<file path="src/rtl/vga_pixel_sink_pkg.sv">
// Shared pixel-stream types for the VGA pixel sink: field widths and the packed
// {x, y, colour} record that travels through the buffer.
package vga_pixel_sink_pkg;

    localparam int VGA_X_W   = 8;
    localparam int VGA_Y_W   = 7;
    localparam int VGA_COL_W = 3;
    localparam int PIXEL_W   = VGA_X_W + VGA_Y_W + VGA_COL_W;

    typedef struct packed {
        logic [VGA_X_W-1:0]   x;
        logic [VGA_Y_W-1:0]   y;
        logic [VGA_COL_W-1:0] colour;
    } pixel_t;

    function automatic pixel_t pack_pixel(input logic [VGA_X_W-1:0]   x,
                                          input logic [VGA_Y_W-1:0]   y,
                                          input logic [VGA_COL_W-1:0] colour);
        pixel_t p;
        p.x      = x;
        p.y      = y;
        p.colour = colour;
        return p;
    endfunction

endpackage

</file>
<file path="src/rtl/vga_pixel_sink_pixel_fifo.sv">
// Synchronous pixel FIFO: registered write at wr_ptr, read data presented from rd_ptr.
// Caller guarantees push only when not full and pop only when not empty.
import vga_pixel_sink_pkg::*;

module pixel_fifo #(
    parameter int DEPTH  = 16,
    parameter int ADDR_W = 4
) (
    input  logic              clock,
    input  logic              clear,
    input  logic              push,
    input  logic              pop,
    input  pixel_t            wr_data,
    output pixel_t            rd_data,
    output logic [ADDR_W:0]   count
);

    pixel_t            mem [DEPTH];
    logic [ADDR_W-1:0] wr_ptr;
    logic [ADDR_W-1:0] rd_ptr;

    // Storage carries no reset; only pointers and occupancy are cleared.
    always_ff @(posedge clock) begin
        if (push) begin
            mem[wr_ptr] <= wr_data;
        end
    end

    always_ff @(posedge clock) begin
        if (clear) begin
            wr_ptr <= '0;
            rd_ptr <= '0;
            count  <= '0;
        end else begin
            if (push) wr_ptr <= wr_ptr + ADDR_W'(1);
            if (pop)  rd_ptr <= rd_ptr + ADDR_W'(1);
            unique case ({push, pop})
                2'b10:   count <= count + (ADDR_W+1)'(1);
                2'b01:   count <= count - (ADDR_W+1)'(1);
                default: count <= count;
            endcase
        end
    end

    assign rd_data = mem[rd_ptr];

endmodule

</file>
<file path="src/rtl/vga_pixel_sink.sv">
// Buffers producer pixel writes and replays them to the VGA adapter, one pixel
// every drain_div+1 cycles, without ever dropping an accepted write.
import vga_pixel_sink_pkg::*;

module vga_pixel_sink #(
    parameter int DEPTH  = 16,
    parameter int ADDR_W = 4,
    parameter int DIV_W  = 21
) (
    input  logic                 clock,
    input  logic                 reset,
    input  logic                 flush,
    input  logic [DIV_W-1:0]     drain_div,
    input  logic [VGA_X_W-1:0]   in_x,
    input  logic [VGA_Y_W-1:0]   in_y,
    input  logic [VGA_COL_W-1:0] in_colour,
    input  logic                 in_write,
    output logic                 in_ready,
    output logic [VGA_X_W-1:0]   vga_x,
    output logic [VGA_Y_W-1:0]   vga_y,
    output logic [VGA_COL_W-1:0] vga_colour,
    output logic                 vga_write,
    output logic [ADDR_W:0]      count,
    output logic                 idle,
    output logic                 overflow
);

    logic             clear;
    logic             push_p0;
    logic             pop_p0;
    logic [DIV_W-1:0] pc;
    pixel_t           pix_p0;
    pixel_t           pix_p1;
    logic             vld_p1;

    assign clear    = reset | flush;
    assign in_ready = (count != (ADDR_W+1)'(DEPTH));
    assign push_p0  = in_write & in_ready & ~clear;
    assign pop_p0   = (pc == '0) & (count != '0) & ~clear;

    pixel_fifo #(
        .DEPTH  (DEPTH),
        .ADDR_W (ADDR_W)
    ) u_fifo (
        .clock   (clock),
        .clear   (clear),
        .push    (push_p0),
        .pop     (pop_p0),
        .wr_data (pack_pixel(in_x, in_y, in_colour)),
        .rd_data (pix_p0),
        .count   (count)
    );

    // drain_div is only sampled on reload, so changing it mid-interval has no effect.
    always_ff @(posedge clock) begin
        if (clear) begin
            pc <= '0;
        end else if (pc != '0) begin
            pc <= pc - DIV_W'(1);
        end else if (count != '0) begin
            pc <= drain_div;
        end
    end

    // ---- stage p0 -> p1: output register toward the adapter ----
    always_ff @(posedge clock) begin
        if (clear) begin
            vld_p1 <= 1'b0;
            pix_p1 <= '0;
        end else begin
            vld_p1 <= pop_p0;
            pix_p1 <= pop_p0 ? pix_p0 : '0;
        end
    end

    always_ff @(posedge clock) begin
        if (clear) begin
            overflow <= 1'b0;
        end else if (in_write && !in_ready) begin
            overflow <= 1'b1;
        end
    end

    assign vga_x      = pix_p1.x;
    assign vga_y      = pix_p1.y;
    assign vga_colour = pix_p1.colour;
    assign vga_write  = vld_p1;
    assign idle       = (count == '0) & ~vld_p1;

endmodule

</file>
<file path="config.mk">
export PLATFORM = sky130hd
export DESIGN_NAME = vga_pixel_sink
export DESIGN_NICKNAME = d
export VERILOG_FILES = /design/src/rtl/vga_pixel_sink_pkg.sv /design/src/rtl/vga_pixel_sink_pixel_fifo.sv /design/src/rtl/vga_pixel_sink.sv
export SDC_FILE = /design/constraint.sdc
export NUM_CORES = 1
export LEC_CHECK = 0
export BUFFER_PORTS_ARGS = -buffer_cell sky130_fd_sc_hd__buf_2
export CORE_ASPECT_RATIO = 0.75
export CORE_MARGIN = 4
export CORE_UTILIZATION = 63
export CTS_BUF_LIST = sky130_fd_sc_hd__clkbuf_4
export DETAILED_ROUTE_END_ITERATION = 16
export PLACE_DENSITY = 0.81
export SYNTH_ARGS = -nofsm -noshare
export SYNTH_HDL_FRONTEND = slang
export SYNTH_SLANG_ARGS = --single-unit
</file>
<file path="constraint.sdc">
create_clock -name clock -period 4.2 [get_ports clock]
set_input_delay 0.63 -clock clock [delete_from_list [all_inputs] [get_ports clock]]
set_output_delay 0.63 -clock clock [all_outputs]
set_load 0.05 [all_outputs]
</file>
==> impl_metrics.csv <==
group,metric,value,unit
logic_synthesis,synth_top_area_share,0.644,
drt,num_vias,7693,
clock_network,hold_buffers,0,
placed_design,gp_congestion,0.848,
drt,ant_nets,0,
status,outcome,"completed",
run,maxCapViolations,0,
logic_synthesis,ys_types,59,
drt,post-route-drc-count,0,
logic_synthesis,ys_async_sr_fraction,0,
drt,drt-total-wl,28.7,mm
clock_network,cts_buffers,77,
sta,finalMaxSlewViolations,0,
worst_setup_path,critPathRequiredTime,4.72,ns
sta,setup_tns,0,ns
clock_network,clock-sinks,342,
floorplan,die_w,177,um
logic_synthesis,synth_seq_cells,342,
placed_design,dp_cells,1099,
power,p_leak,5.15,nW
grt,grt_max_degree,52,
power,ir_drop,0.314,mV
min_path,hold_class,"primary input to flip-flop",
logic_synthesis,syn_inst,761,
clock_network,post-cts-setup-buffer-count,0,
drt,first_iter_violations,766,
logic_synthesis,synth_edf_count,288,
sta,period_share,0.883,
clock_network,htree_levels,3,
floorplan,design.die.area,23800,um^2
power,pwr_density_cell,516,nW/um^2
floorplan,fp.dieH,134,um
final_layout,final_layout_size_suffix_gt1_frac,0.328,
worst_setup_path,crit_arrival,4.23,ns
drt,first_pass_iters,5,
logic_synthesis,yosys_warnings,0,
worst_setup_path,worst-setup-path-type,"flip-flop to flip-flop",
sta,rsz0062_at_grt,"false",
worst_setup_path,cp-end-kind,"flip-flop",
sta,fin_crit,3.71,ns
grt,grt_pass1_vias,7783,
clock_network,ctsResizeCount,0,
logic_synthesis,syn_nets,813,
logic_synthesis,netlist_area,13400,um^2
worst_setup_path,cp_max_fo,13,
final_layout,n_antenna_cell,0,
final_layout,nNetsFinal,948,
floorplan,rows,45,
floorplan,core_area,20600,um^2
placed_design,io_buffer_count,69,
final_layout,instances_no_fill,1242,
grt,grt_overflow_total,0,
floorplan,start_util,0.652,
final_layout,synthToLayoutAreaGrowth,14.0,%
clock_network,cts_root_buffer,"clkbuf_4",
grt,grt_pass1_wl,44.0,mm
sta,slew_headroom,0.349,
sta,fmax,270,MHz
sta,skew,0.0346,ns
clock_network,clk_latency,0.68,ns
grt,antenna_found_initial,0,
drt,vias_per_cell,6.19,
logic_synthesis,yosysMostFrequentCell,"edfxtp_1",
sta,setup_viol,0,
logic_synthesis,syn_area_per_cell,17.7,um^2
final_layout,fillers,1283,
logic_synthesis,synth_top_cell_by_area,"edfxtp_1",
clock_network,cts.path.max_buffers,3,
clock_network,clk_pin_slew,0.07,ns
logic_synthesis,ys_top_cells_by_area,"edfxtp_1, mux4_2, dfxtp_1",
drt,avgRoutedWirePerCell,23.1,um
logic_synthesis,ys.flop_type,"edfxtp_1",
placed_design,hpwl,17.3,mm
logic_synthesis,yosys-top-cells-count,"edfxtp_1, mux4_2, dfxtp_1, mux2i_1, a21oi_1",
grt,gr-usage-all-layers,0.244,
worst_setup_path,crit_path_start_kind,"flip-flop",
sta,worst_pin_slew,0.977,ns
logic_synthesis,seq_area_frac_synth,0.724,
sta,final-hold-violation-count,0,
floorplan,ios,70,
clock_network,cts_tree,"built",
[metrics by stage]
| step | total power, mW | cell area, um^2 | util | worst slack (ns) | hold slack (ns) |
|---|---|---|---|---|---|
| 2_1_floorplan | 4.80 | 13400 | - | 0.783 | 0.458 |
| 3_3_place_gp | 5.01 | 14200 | 0.690 | 0.856 | 0.453 |
| 3_5_place_dp | 5.10 | 14200 | 0.690 | 0.596 | 0.476 |
| 4_1_cts | 7.93 | 15300 | 0.744 | 0.579 | 0.123 |
| 5_1_grt | 8.24 | 15300 | 0.744 | 0.243 | 0.134 |
| 6_report | 7.90 | 15300 | 0.744 | 0.491 | 0.173 |
[report_power, final]
group / switching (mW) / internal [mW]
clock: 1.24 / 1.59
sequential: 0.113 / 3.75
combinational: 0.758 / 0.450
[state kept, by name, indices dropped and copies added, names as in the netlist]
signal / count
u_fifo.mem: 288
pc: 21
vga_x: 8
vga_y: 7
u_fifo.count: 5
u_fifo.rd_ptr: 4
u_fifo.wr_ptr: 4
vga_colour: 3
overflow: 1
vga_write: 1
[final timing paths]
path	endpoint	startpoint	depth (start not counted)	slack, ns
max	u_fifo.count[4]$_SDFFE_PP0P_	pc[1]$_SDFFE_PP0P_	16	0.49
min	pc[12]$_SDFFE_PP0P_	drain_div[12]	2	0.17
max reg2reg	u_fifo.count[4]$_SDFFE_PP0P_	pc[1]$_SDFFE_PP0P_	16	0.49
min reg2reg	overflow$_SDFFE_PP0P_	overflow$_SDFFE_PP0P_	2	0.48
[worst max-delay path, cell delays in order, from the launching register on]
cell      delay [ns]
dfxtp_1         0.34
inv_1           0.10
ha_1            0.19
nor3b_2         0.28
nand3_4         0.19
nor3_2          0.22
nand2_1         0.08
buf_4           0.21
inv_1           0.28
ha_1            0.38
xor2_1          0.12
ha_1            0.19
a21oi_1         0.27
o22ai_1         0.15
a222oi_1        0.34
or3_1           0.16
a21oi_1         0.06
[routing by layer]
metal,GRT usage,wire length [um],vias up
met5,0,0,-
met4,0.0893,734,0
met3,0.0546,2440,64
met2,0.395,14300,392
met1,0.333,11200,3841
li1,-,-,3396
[placed cells by master, fill, tap and decap left out, types with 6 or more instances in the layout]
cell and instances:
xor2_1 9, nand2_1 20, a211oi_1 17, dfxtp_1 52
mux2_2 11, clkbuf_4 117, xnor2_1 6, a221oi_1 12
mux2i_1 35, and3_1 8, ha_1 9, clkinv_1 17
nor3_2 6, a22oi_1 12, nor2_1 26, nor4_1 6
buf_4 27, or3_1 6, nand2b_1 6, o21ai_0 29
mux4_2 57, nor2_2 6, inv_1 10, buf_2 69
edfxtp_1 288, a21oi_1 34
[cells by family (layout without fill, tap and decap cells)]
| family | after synthesis | in the layout | share of synthesized area |
|---|---|---|---|
| AO/OA/AOI/OAI | 127 | 127 | 0.0612 |
| XOR/XNOR | 15 | 15 | 0.00978 |
| adder cells (fa/ha/maj) | 9 | 9 | 0.00838 |
| buffers and inverters | 51 | 250 | 0.0168 |
| flip-flops | 342 | 342 | 0.724 |
| multiplexers | 103 | 103 | 0.131 |
| AND/OR/NAND/NOR | 114 | 114 | 0.0491 |
[layout make-up]
type / count / area, um^2 / share of cell area
Clock buffer: 117 / 878 / 0.0573
Clock inverter: 26 / 236 / 0.0154
Inverter: 10 / 37.5 / 0.00245
Multi-Input combinational cell: 368 / 3520 / 0.230
Sequential cell: 342 / 9730 / 0.635
Tap cell: 282 / 353 / 0.0230
Timing Repair Buffer: 97 / 568 / 0.0371
No activity file was read; power rests on OpenSTA's default activity.
